$ cat config.mk
export PLATFORM = sky130hd
export DESIGN_NAME = div32_seq
export DESIGN_NICKNAME = d
export VERILOG_FILES = /design/src/rtl/div_pkg.sv /design/src/rtl/div_step.sv /design/src/rtl/div32_seq.sv
export SDC_FILE = /design/constraint.sdc
export NUM_CORES = 1
export LEC_CHECK = 0
export CORE_MARGIN = 5
export CORE_UTILIZATION = 30
export CTS_CLUSTER_SIZE = 20
export DETAILED_ROUTE_END_ITERATION = 12
export PLACE_DENSITY = 0.6
export SYNTH_ARGS = -nofsm -noshare
export SYNTH_HDL_FRONTEND = slang
export SYNTH_SLANG_ARGS = --single-unit
$ cat constraint.sdc
create_clock -name clk -period 8.8 [get_ports clk]
set_clock_uncertainty 0.1 [all_clocks]
set_input_delay 0.88 -clock clk [delete_from_list [all_inputs] [get_ports clk]]
set_output_delay 0.88 -clock clk [all_outputs]
set_load 0.02 [all_outputs]
$ cat src/rtl/div_pkg.sv
// Shared types and constants for the iterative restoring divider.
package div_pkg;

  localparam int DIV_WIDTH = 32;
  localparam int CNT_W     = $clog2(DIV_WIDTH);

  localparam logic [DIV_WIDTH-1:0] DIV_ZERO_Q = '1;

  typedef enum logic [1:0] {
    IDLE = 2'd0,
    RUN  = 2'd1,
    FIN  = 2'd2
  } state_t;

endpackage

$ cat src/rtl/div_step.sv
// One restoring-division step: shift in a dividend bit, trial-subtract the
// divisor in WIDTH+1 bits, keep the difference only when it is non-negative.
module div_step
  import div_pkg::*;
#(
  parameter int WIDTH = DIV_WIDTH
) (
  input  logic [WIDTH-1:0] rem_i,
  input  logic             dvd_bit_i,
  input  logic [WIDTH-1:0] divisor_i,
  output logic [WIDTH-1:0] rem_o,
  output logic             q_o
);

  logic [WIDTH:0] shifted;
  logic [WIDTH:0] trial;

  assign shifted = {rem_i, dvd_bit_i};
  // rem < divisor always holds, so the top bit of trial is a reliable sign.
  assign trial   = shifted - {1'b0, divisor_i};
  assign q_o     = ~trial[WIDTH];
  assign rem_o   = q_o ? trial[WIDTH-1:0] : shifted[WIDTH-1:0];

endmodule

$ cat src/rtl/div32_seq.sv
// Sequential restoring divider, one quotient bit per clock.
// Optional signed mode is enabled by defining DIV32_SIGNED_EN.
module div32_seq
  import div_pkg::*;
#(
  parameter int WIDTH = DIV_WIDTH
) (
  input  logic             clk,
  input  logic             rst_n,
  input  logic             start,
  input  logic [WIDTH-1:0] dividend,
  input  logic [WIDTH-1:0] divisor,
`ifdef DIV32_SIGNED_EN
  input  logic             is_signed,
`endif
  output logic             busy,
  output logic             done,
  output logic [WIDTH-1:0] quotient,
  output logic [WIDTH-1:0] remainder,
  output logic             div_by_zero
);

  state_t             state_q, state_d;
  logic [CNT_W-1:0]   count_q, count_d;
  logic [WIDTH-1:0]   rem_q, rem_d;
  logic [WIDTH-1:0]   quo_q, quo_d;
  logic [WIDTH-1:0]   dvs_q, dvs_d;
  logic [WIDTH-1:0]   dvd_q, dvd_d;
  logic               zero_q, zero_d;
  logic               done_q, done_d;
  logic [WIDTH-1:0]   quot_q, quot_d;
  logic [WIDTH-1:0]   remd_q, remd_d;
  logic               dbz_q, dbz_d;
`ifdef DIV32_SIGNED_EN
  logic               qneg_q, qneg_d;
  logic               rneg_q, rneg_d;
  logic               dvd_neg, dvs_neg;
`endif

  logic [WIDTH-1:0]   dvd_mag, dvs_mag;
  logic [WIDTH-1:0]   step_rem;
  logic               step_q;
  logic               accept;

`ifdef DIV32_SIGNED_EN
  assign dvd_neg = is_signed & dividend[WIDTH-1];
  assign dvs_neg = is_signed & divisor[WIDTH-1];
  assign dvd_mag = dvd_neg ? -dividend : dividend;
  assign dvs_mag = dvs_neg ? -divisor : divisor;
`else
  assign dvd_mag = dividend;
  assign dvs_mag = divisor;
`endif

  // FIN also accepts a new request so back-to-back divides have no bubble.
  assign accept = start && (state_q != RUN);

  div_step #(.WIDTH(WIDTH)) u_step (
    .rem_i     (rem_q),
    .dvd_bit_i (quo_q[WIDTH-1]),
    .divisor_i (dvs_q),
    .rem_o     (step_rem),
    .q_o       (step_q)
  );

  always_comb begin
    state_d = state_q;
    count_d = count_q;
    rem_d   = rem_q;
    quo_d   = quo_q;
    dvs_d   = dvs_q;
    dvd_d   = dvd_q;
    zero_d  = zero_q;
    done_d  = 1'b0;
    quot_d  = quot_q;
    remd_d  = remd_q;
    dbz_d   = dbz_q;
`ifdef DIV32_SIGNED_EN
    qneg_d  = qneg_q;
    rneg_d  = rneg_q;
`endif

    case (state_q)
      RUN: begin
        rem_d = step_rem;
        quo_d = {quo_q[WIDTH-2:0], step_q};
        if (count_q == '0) begin
          state_d = FIN;
        end else begin
          count_d = count_q - CNT_W'(1);
        end
      end
      FIN: begin
        done_d  = 1'b1;
        dbz_d   = zero_q;
        state_d = IDLE;
        if (zero_q) begin
          quot_d = DIV_ZERO_Q;
          remd_d = dvd_q;
        end else begin
`ifdef DIV32_SIGNED_EN
          quot_d = qneg_q ? -quo_q : quo_q;
          remd_d = rneg_q ? -rem_q : rem_q;
`else
          quot_d = quo_q;
          remd_d = rem_q;
`endif
        end
      end
      default: ;
    endcase

    // The finishing result owns div_by_zero; a start in FIN must not clear it.
    if (accept) begin
      state_d = (divisor == '0) ? FIN : RUN;
      count_d = CNT_W'(WIDTH - 1);
      rem_d   = '0;
      quo_d   = dvd_mag;
      dvs_d   = dvs_mag;
      dvd_d   = dividend;
      zero_d  = (divisor == '0);
      if (state_q != FIN) begin
        dbz_d = 1'b0;
      end
`ifdef DIV32_SIGNED_EN
      qneg_d  = dvd_neg ^ dvs_neg;
      rneg_d  = dvd_neg;
`endif
    end
  end

  always_ff @(posedge clk or negedge rst_n) begin
    if (!rst_n) begin
      state_q <= IDLE;
      count_q <= '0;
      rem_q   <= '0;
      quo_q   <= '0;
      dvs_q   <= '0;
      dvd_q   <= '0;
      zero_q  <= 1'b0;
      done_q  <= 1'b0;
      quot_q  <= '0;
      remd_q  <= '0;
      dbz_q   <= 1'b0;
`ifdef DIV32_SIGNED_EN
      qneg_q  <= 1'b0;
      rneg_q  <= 1'b0;
`endif
    end else begin
      state_q <= state_d;
      count_q <= count_d;
      rem_q   <= rem_d;
      quo_q   <= quo_d;
      dvs_q   <= dvs_d;
      dvd_q   <= dvd_d;
      zero_q  <= zero_d;
      done_q  <= done_d;
      quot_q  <= quot_d;
      remd_q  <= remd_d;
      dbz_q   <= dbz_d;
`ifdef DIV32_SIGNED_EN
      qneg_q  <= qneg_d;
      rneg_q  <= rneg_d;
`endif
    end
  end

  assign busy        = (state_q == RUN);
  assign done        = done_q;
  assign quotient    = quot_q;
  assign remainder   = remd_q;
  assign div_by_zero = dbz_q;

endmodule

## Yosys cells after proc, flatten, opt, wreduce, memory -nomap -nowiden

Index checks and enable logic that the tools add are counted.
W data, S select, Z words.

| cells by class | value |
|---|---|
| add/subtract/negate cells | 2 |
| eq/ne operators | 6 |
| multiplexer cells | 18 |
| bitwise gates (word level) | 1 |
| reduce and logical (&&, ||, !) cells | 7 |

Operator list:

| cell | number |
|---|---|
| $mux W32 | 7 |
| $sub A33 B32 Y33 | 1 |
| $logic_not A32 Y1 | 1 |
| $mux W5 | 3 |
| $mux W2 | 3 |
| $logic_not A5 Y1 | 1 |
| $sub A5 B1 Y5 const B | 1 |
| $mux W1 | 4 |
| $ne A2 B2 Y1 const B | 2 |
| $pmux W2 S2 | 1 |
| $reduce_and A2 Y1 | 2 |
| $ne A3 B1 Y1 const B | 1 |
| $reduce_bool A3 Y1 | 1 |
| $eq A2 B1 Y1 const B | 1 |
| $eq A2 B2 Y1 const B | 1 |
| $ne A2 B1 Y1 const B | 1 |
| $reduce_bool A2 Y1 | 1 |
| $logic_and A1 B1 Y1 | 1 |
| $not A1 Y1 | 1 |

| word-level totals | value |
|---|---|
| bits in registers | 202 |
| bits of input ports | 67 |
| output and inout port bits | 67 |
| logic and storage cells | 45 |

## Longest topological paths before layout

| depth | value |
|---|---|
| word-level depth | 4 |
| gate-level depth with buffers | 14 |
| mapped depth without buffers | 13 |

## Hierarchy

From an unflattened synthesis, not the netlist that was laid out.

| unflattened totals | value |
|---|---|
| cell total of the unflattened synthesis | 1191 |
| area, all modules | 10759.1 um^2 |

By module, submodules not included:

| module | times used | cells each | area an instance (um^2) | seq. area each (um^2) |
|---|---|---|---|---|
| div32_seq | 1 | 886 | 8400.6 | 5054.8 |
| div_step | 1 | 305 | 2358.5 | 0.0 |

## Worst setup path after synthesis

No wires, ideal clock.

| timing | value |
|---|---|
| kind | reg-to-reg |
| start point | register quo_q[31] |
| end point | register rem_q[14] |
| setup time | 0.141 ns |
| data arrival time | 2.841 ns |
| data required time | 8.559 ns |
| setup slack | 5.718 ns |
| cell stages (with the launch flop) | 15 |
| buffers on the path | 1 |
| clock period less this slack | 3.082 ns |
| path through | dfrtp_1 > inv_1 > ha_1 > inv_1 > fa_1 > a211oi_2 > o211ai_2 > a211oi_2 > o31ai_4 > and3_4 > a21oi_4 > xnor2_4 > buf_12 > mux2i_1 > mux2i_1 |

| between the ends | value |
|---|---|
| cells in the longest elaborated chain, start to end | 4 |

Ends and longest elaborated chain:

| element | RTL line | text |
|---|---|---|
| start, declared | div32_seq.sv:26 | `logic [WIDTH-1:0] quo_q, quo_d;` |
| start signal, assigned | div32_seq.sv:153 | `quo_q <= quo_d;` |
| $sub A33 B32 Y33 | div_step.sv:20 | `assign trial = shifted - {1'b0, divisor_i};` |
| $mux W32 | div_step.sv:22 | `assign rem_o = q_o ? trial[WIDTH-1:0] : shifted[WIDTH-1:0];` |
| $mux W32 | div32_seq.sv:83 | `case (state_q)` |
| $mux W32 | div32_seq.sv:114 | `if (accept) begin` |
| end signal, assigned | div32_seq.sv:152 | `rem_q <= rem_d;` |
| end, declared | div32_seq.sv:25 | `logic [WIDTH-1:0] rem_q, rem_d;` |

Every way passes these cells. The select of a mux whose other input is x is not followed.
A chain may end at the register's enable or synchronous reset.

## Worst setup path after layout

| timing | value |
|---|---|
| start point | register quo_q[31] |
| end point | register rem_q[0] |

| between the ends | value |
|---|---|
| cells in the longest elaborated chain, start to end | 4 |

Ends and longest elaborated chain:

| element | RTL line |
|---|---|
| $sub A33 B32 Y33 | div_step.sv:20 |
| $mux W32 * | div_step.sv:22 |
| $mux W32 * | div32_seq.sv:83 |
| $mux W32 * | div32_seq.sv:114 |

Mark *: on every way between the ends. The rest lies on a longest branch, timed or not. The select of a mux whose other input is x is not followed.

==> results.py <==
metrics = {
    "outcome": {
        "outcome": "finished clean",
    },
    "drt": {
        "first_pass_iters": 5,
        "routed_wl_um": 28300,
        "antenna_left": 0,
        "avgRoutedWirePerCell_um": 16.5,
        "viasPerCell": 4.87,
        "drc": 0,
        "num_vias": 8338,
        "first_iter_violations": 535,
    },
    "clock_tree": {
        "cts_sinks": 202,
        "root_buffer": "clkbuf_16",
        "ctsLongestPathBuffers": 3,
        "hold_buffers": 0,
        "cts_tree": "done",
        "insertion_delay_ns": 0.49,
        "post_cts_buffers": 0,
        "cts_resized": 0,
        "htree_levels": 1,
        "cts_inserted_buffers": 23,
        "clk_pin_slew_ns": 0.06,
    },
    "timing": {
        "max-slew-margin-rel_pct": 31.4,
        "final.setup.tns_ns": 0,
        "tightest_slew_ns": 1.03,
        "fmax_ghz": 0.264,
        "setup_viol": 0,
        "min_period_over_period_pct": 43.1,
        "layout_min_cycle_time_ns": 3.79,
        "timing.final.max_slew_violations": 0,
        "hold_viol": 0,
        "grt_setup_unrepaired": "no",
    },
    "worst_setup_path": {
        "slowest_stage": "xor2_2",
        "cp_cell_sequence": "inv_1, ha_1, inv_1, fa_1, a211oi_2, o211ai_2, a211oi_2, o31ai_4, and3_4, a21oi_4, xor2_2, mux2i_1, a21o_1",
        "startpoint_type": "flop",
        "worst_path_largest_cell_delay_ns": 0.79,
        "worstPathRequired_ns": 9.09,
        "worstPathMaxFanout": 20,
        "path_buf_inv": 2,
        "crit_family": "compound AO/OA/AOI/OAI gates",
        "crit_arrival_ns": 4.08,
        "crit_path_end_kind": "flop",
        "path_class": "reg2reg",
    },
    "power": {
        "swShare_pct": 42.0,
        "p_total_mw": 5.16,
        "seqPwrFrac_pct": 32.0,
        "total_switching_power_mw": 2.17,
        "clkPwrFrac_pct": 18.1,
        "p_per_area_nw_per_um2": 400,
        "leakage_nw": 5.69,
        "internal-power_mw": 2.99,
        "peakVddDrop_mv": 0.148,
        "combPwrFrac_pct": 49.8,
    },
    "global_routing": {
        "grt_pass1_wl_um": 45900,
        "grt_max_degree": 126,
        "antenna_found_initial": 0,
        "track_usage_pct": 14.4,
        "overflow": 0,
        "grt_pass1_vias": 8236,
    },
    "logic_synthesis": {
        "synth_fp_nets": 1245,
        "async_reset_ff_share_pct": 100,
        "synthesis.instances": 1140,
        "synth_top_area_cell": "dfrtp_1",
        "synth-warning-count": 0,
        "synth_top_cell_area_share_pct": 48.5,
        "ys_ff_latch": 202,
        "synth.area.top_cells": "dfrtp_1, mux2i_1, nand2_1, a21oi_1, ha_1",
        "ys_seq_area_share_pct": 48.5,
        "synth-edff-count": 0,
        "avgSynthCellArea_um2": 9.14,
        "yosysUniqueCellTypes": 58,
        "syn_area_um2": 10400,
        "synth_flop_cell": "dfrtp_1",
    },
    "place": {
        "dp.cells": 1671,
        "hpwl_um": 20600,
        "place_congestion": 0.872,
        "postPlaceCellArea_um2": 12100,
        "portBuffers": 133,
    },
    "job": {
        "cap_violations": 0,
    },
    "finish": {
        "syn_to_final_growth_pct": 23.6,
        "num_antenna_cells": 0,
        "layout.nets": 1346,
        "stdcell_count": 1711,
        "final_area_um2": 12900,
        "drive_gt1_share_pct": 5.57,
    },
    "floorplan": {
        "die_h_um": 196,
        "dieArea_um2": 38600,
        "dieWidth_um": 196,
        "fp-row-count": 68,
        "coreArea_um2": 34500,
        "io_pins": 134,
        "start_util_pct": 30.2,
    },
    "min_path": {
        "hold_class": "reg2reg",
    },
}
## logic make-up (layout without fill, tap and decap cells)
logic type | after synthesis | count (layout) | synth area share, %
simple gates | 410 | 410 | 16.3
compound gates | 253 | 253 | 14.2
flops | 202 | 202 | 48.5
buf+inv | 111 | 227 | 4.33
mux | 93 | 93 | 8.93
fa+ha+maj | 38 | 38 | 4.63
xor+xnor | 33 | 33 | 3.03
## Yosys cell counts (all sizes together), types with 2 or more instances
cell / count
nand3: 6
o31a: 2
nor2: 115
inv: 47
mux2i: 93
nor4: 12
nor3: 6
a311o: 2
or2: 4
clkbuf: 55
a31oi: 22
o211ai: 5
dfrtp: 202
xor2: 12
o21bai: 2
xnor2: 21
and2: 4
o31ai: 4
a21oi: 98
nand3b: 3
nand2: 231
nand4: 5
and3: 14
nand2b: 3
a21o: 9
a211oi: 11
o21ai: 86
o21a: 2
ha: 37
buf: 9
o41ai: 3
nor2b: 3
## flip-flops by register name, summed over array words and instances, names as in the netlist
signal       count
done             1
remainder       32
rem_q           32
dvd_q           32
state_q          2
div_by_zero      1
zero_q           1
quo_q           32
dvs_q           32
count_q          5
quotient        32
## final timing paths
check / endpoint / slack [ns] / cells past startpoint / from
min in group asynchronous: quotient[11]$_DFFE_PN0P_ / 0.44 / 1 / rst_n
max in group asynchronous: zero_q$_DFFE_PN0P_ / 6.57 / 2 / rst_n
hold / removal: dvd_q[31]$_DFFE_PN0P_ / 0.38 / 2 / dvd_q[31]$_DFFE_PN0P_
hold reg to reg: dvd_q[31]$_DFFE_PN0P_ / 0.38 / 2 / dvd_q[31]$_DFFE_PN0P_
setup reg to reg: rem_q[0]$_DFFE_PN0P_ / 5.01 / 13 / quo_q[31]$_DFFE_PN0P_
setup / recovery: rem_q[0]$_DFFE_PN0P_ / 5.01 / 13 / quo_q[31]$_DFFE_PN0P_
## power by group through the flow
stage / clock network, mW / registers (mW) / logic, mW
floorplan: 0 / 1.75 / 1.65
global placement: 0 / 1.66 / 2.54
detailed placement: 0 / 1.66 / 2.57
CTS: 0.963 / 1.66 / 2.58
global route: 1.01 / 1.71 / 2.87
finish: 0.935 / 1.65 / 2.57
## layer usage
layer  up-vias  GRT usage [%]  routed length (um)
met5         -              0                   0
met4         0           3.13                 534
met3        36           2.27                1430
met2       211           21.9               12100
met1      3979           21.9               14200
li1       4112              -                   -
## layout make-up
cell class	count	area, um^2
Clock inverter	9	76.3
Sequential cell	202	5060
Clock buffer	31	676
Multi-Input combinational cell	827	4950
Tap cell	455	569
Inverter	47	176
Fill cell	3489	21600
Timing Repair Buffer	140	1380
## per-stage QoR
| stage | hold slack, ns | worst slack (ns) | utilization (%) |
|---|---|---|---|
| finish | 0.385 | 5.01 | 37.4 |
| global route | 0.409 | 4.77 | 37.4 |
| CTS | 0.389 | 5.00 | 37.4 |
| detailed placement | 0.371 | 4.80 | 35.2 |
| global placement | 0.363 | 4.86 | 35.2 |
| floorplan | 0.345 | 5.72 | - |
## tightest hold or removal path: stages, from the launching register on
cell and delay (ns):
dfrtp_1 0.35, nand2_1 0.05, nand2_1 0.05
## placed cells by master, fill, tap and decap left out, types with 23 or more instances in the layout
cell type | synthesis | routed
clkbuf_16 | 0 | 23
mux2i_1 | 93 | 93
clkdlybuf4s50_1 | 0 | 131
dfrtp_1 | 202 | 201
inv_1 | 47 | 47
ha_1 | 37 | 35
o21ai_0 | 83 | 83
nor2_1 | 115 | 114
a21oi_1 | 96 | 96
nand2_1 | 231 | 231
No activity file was read; power rests on OpenSTA's default activity.
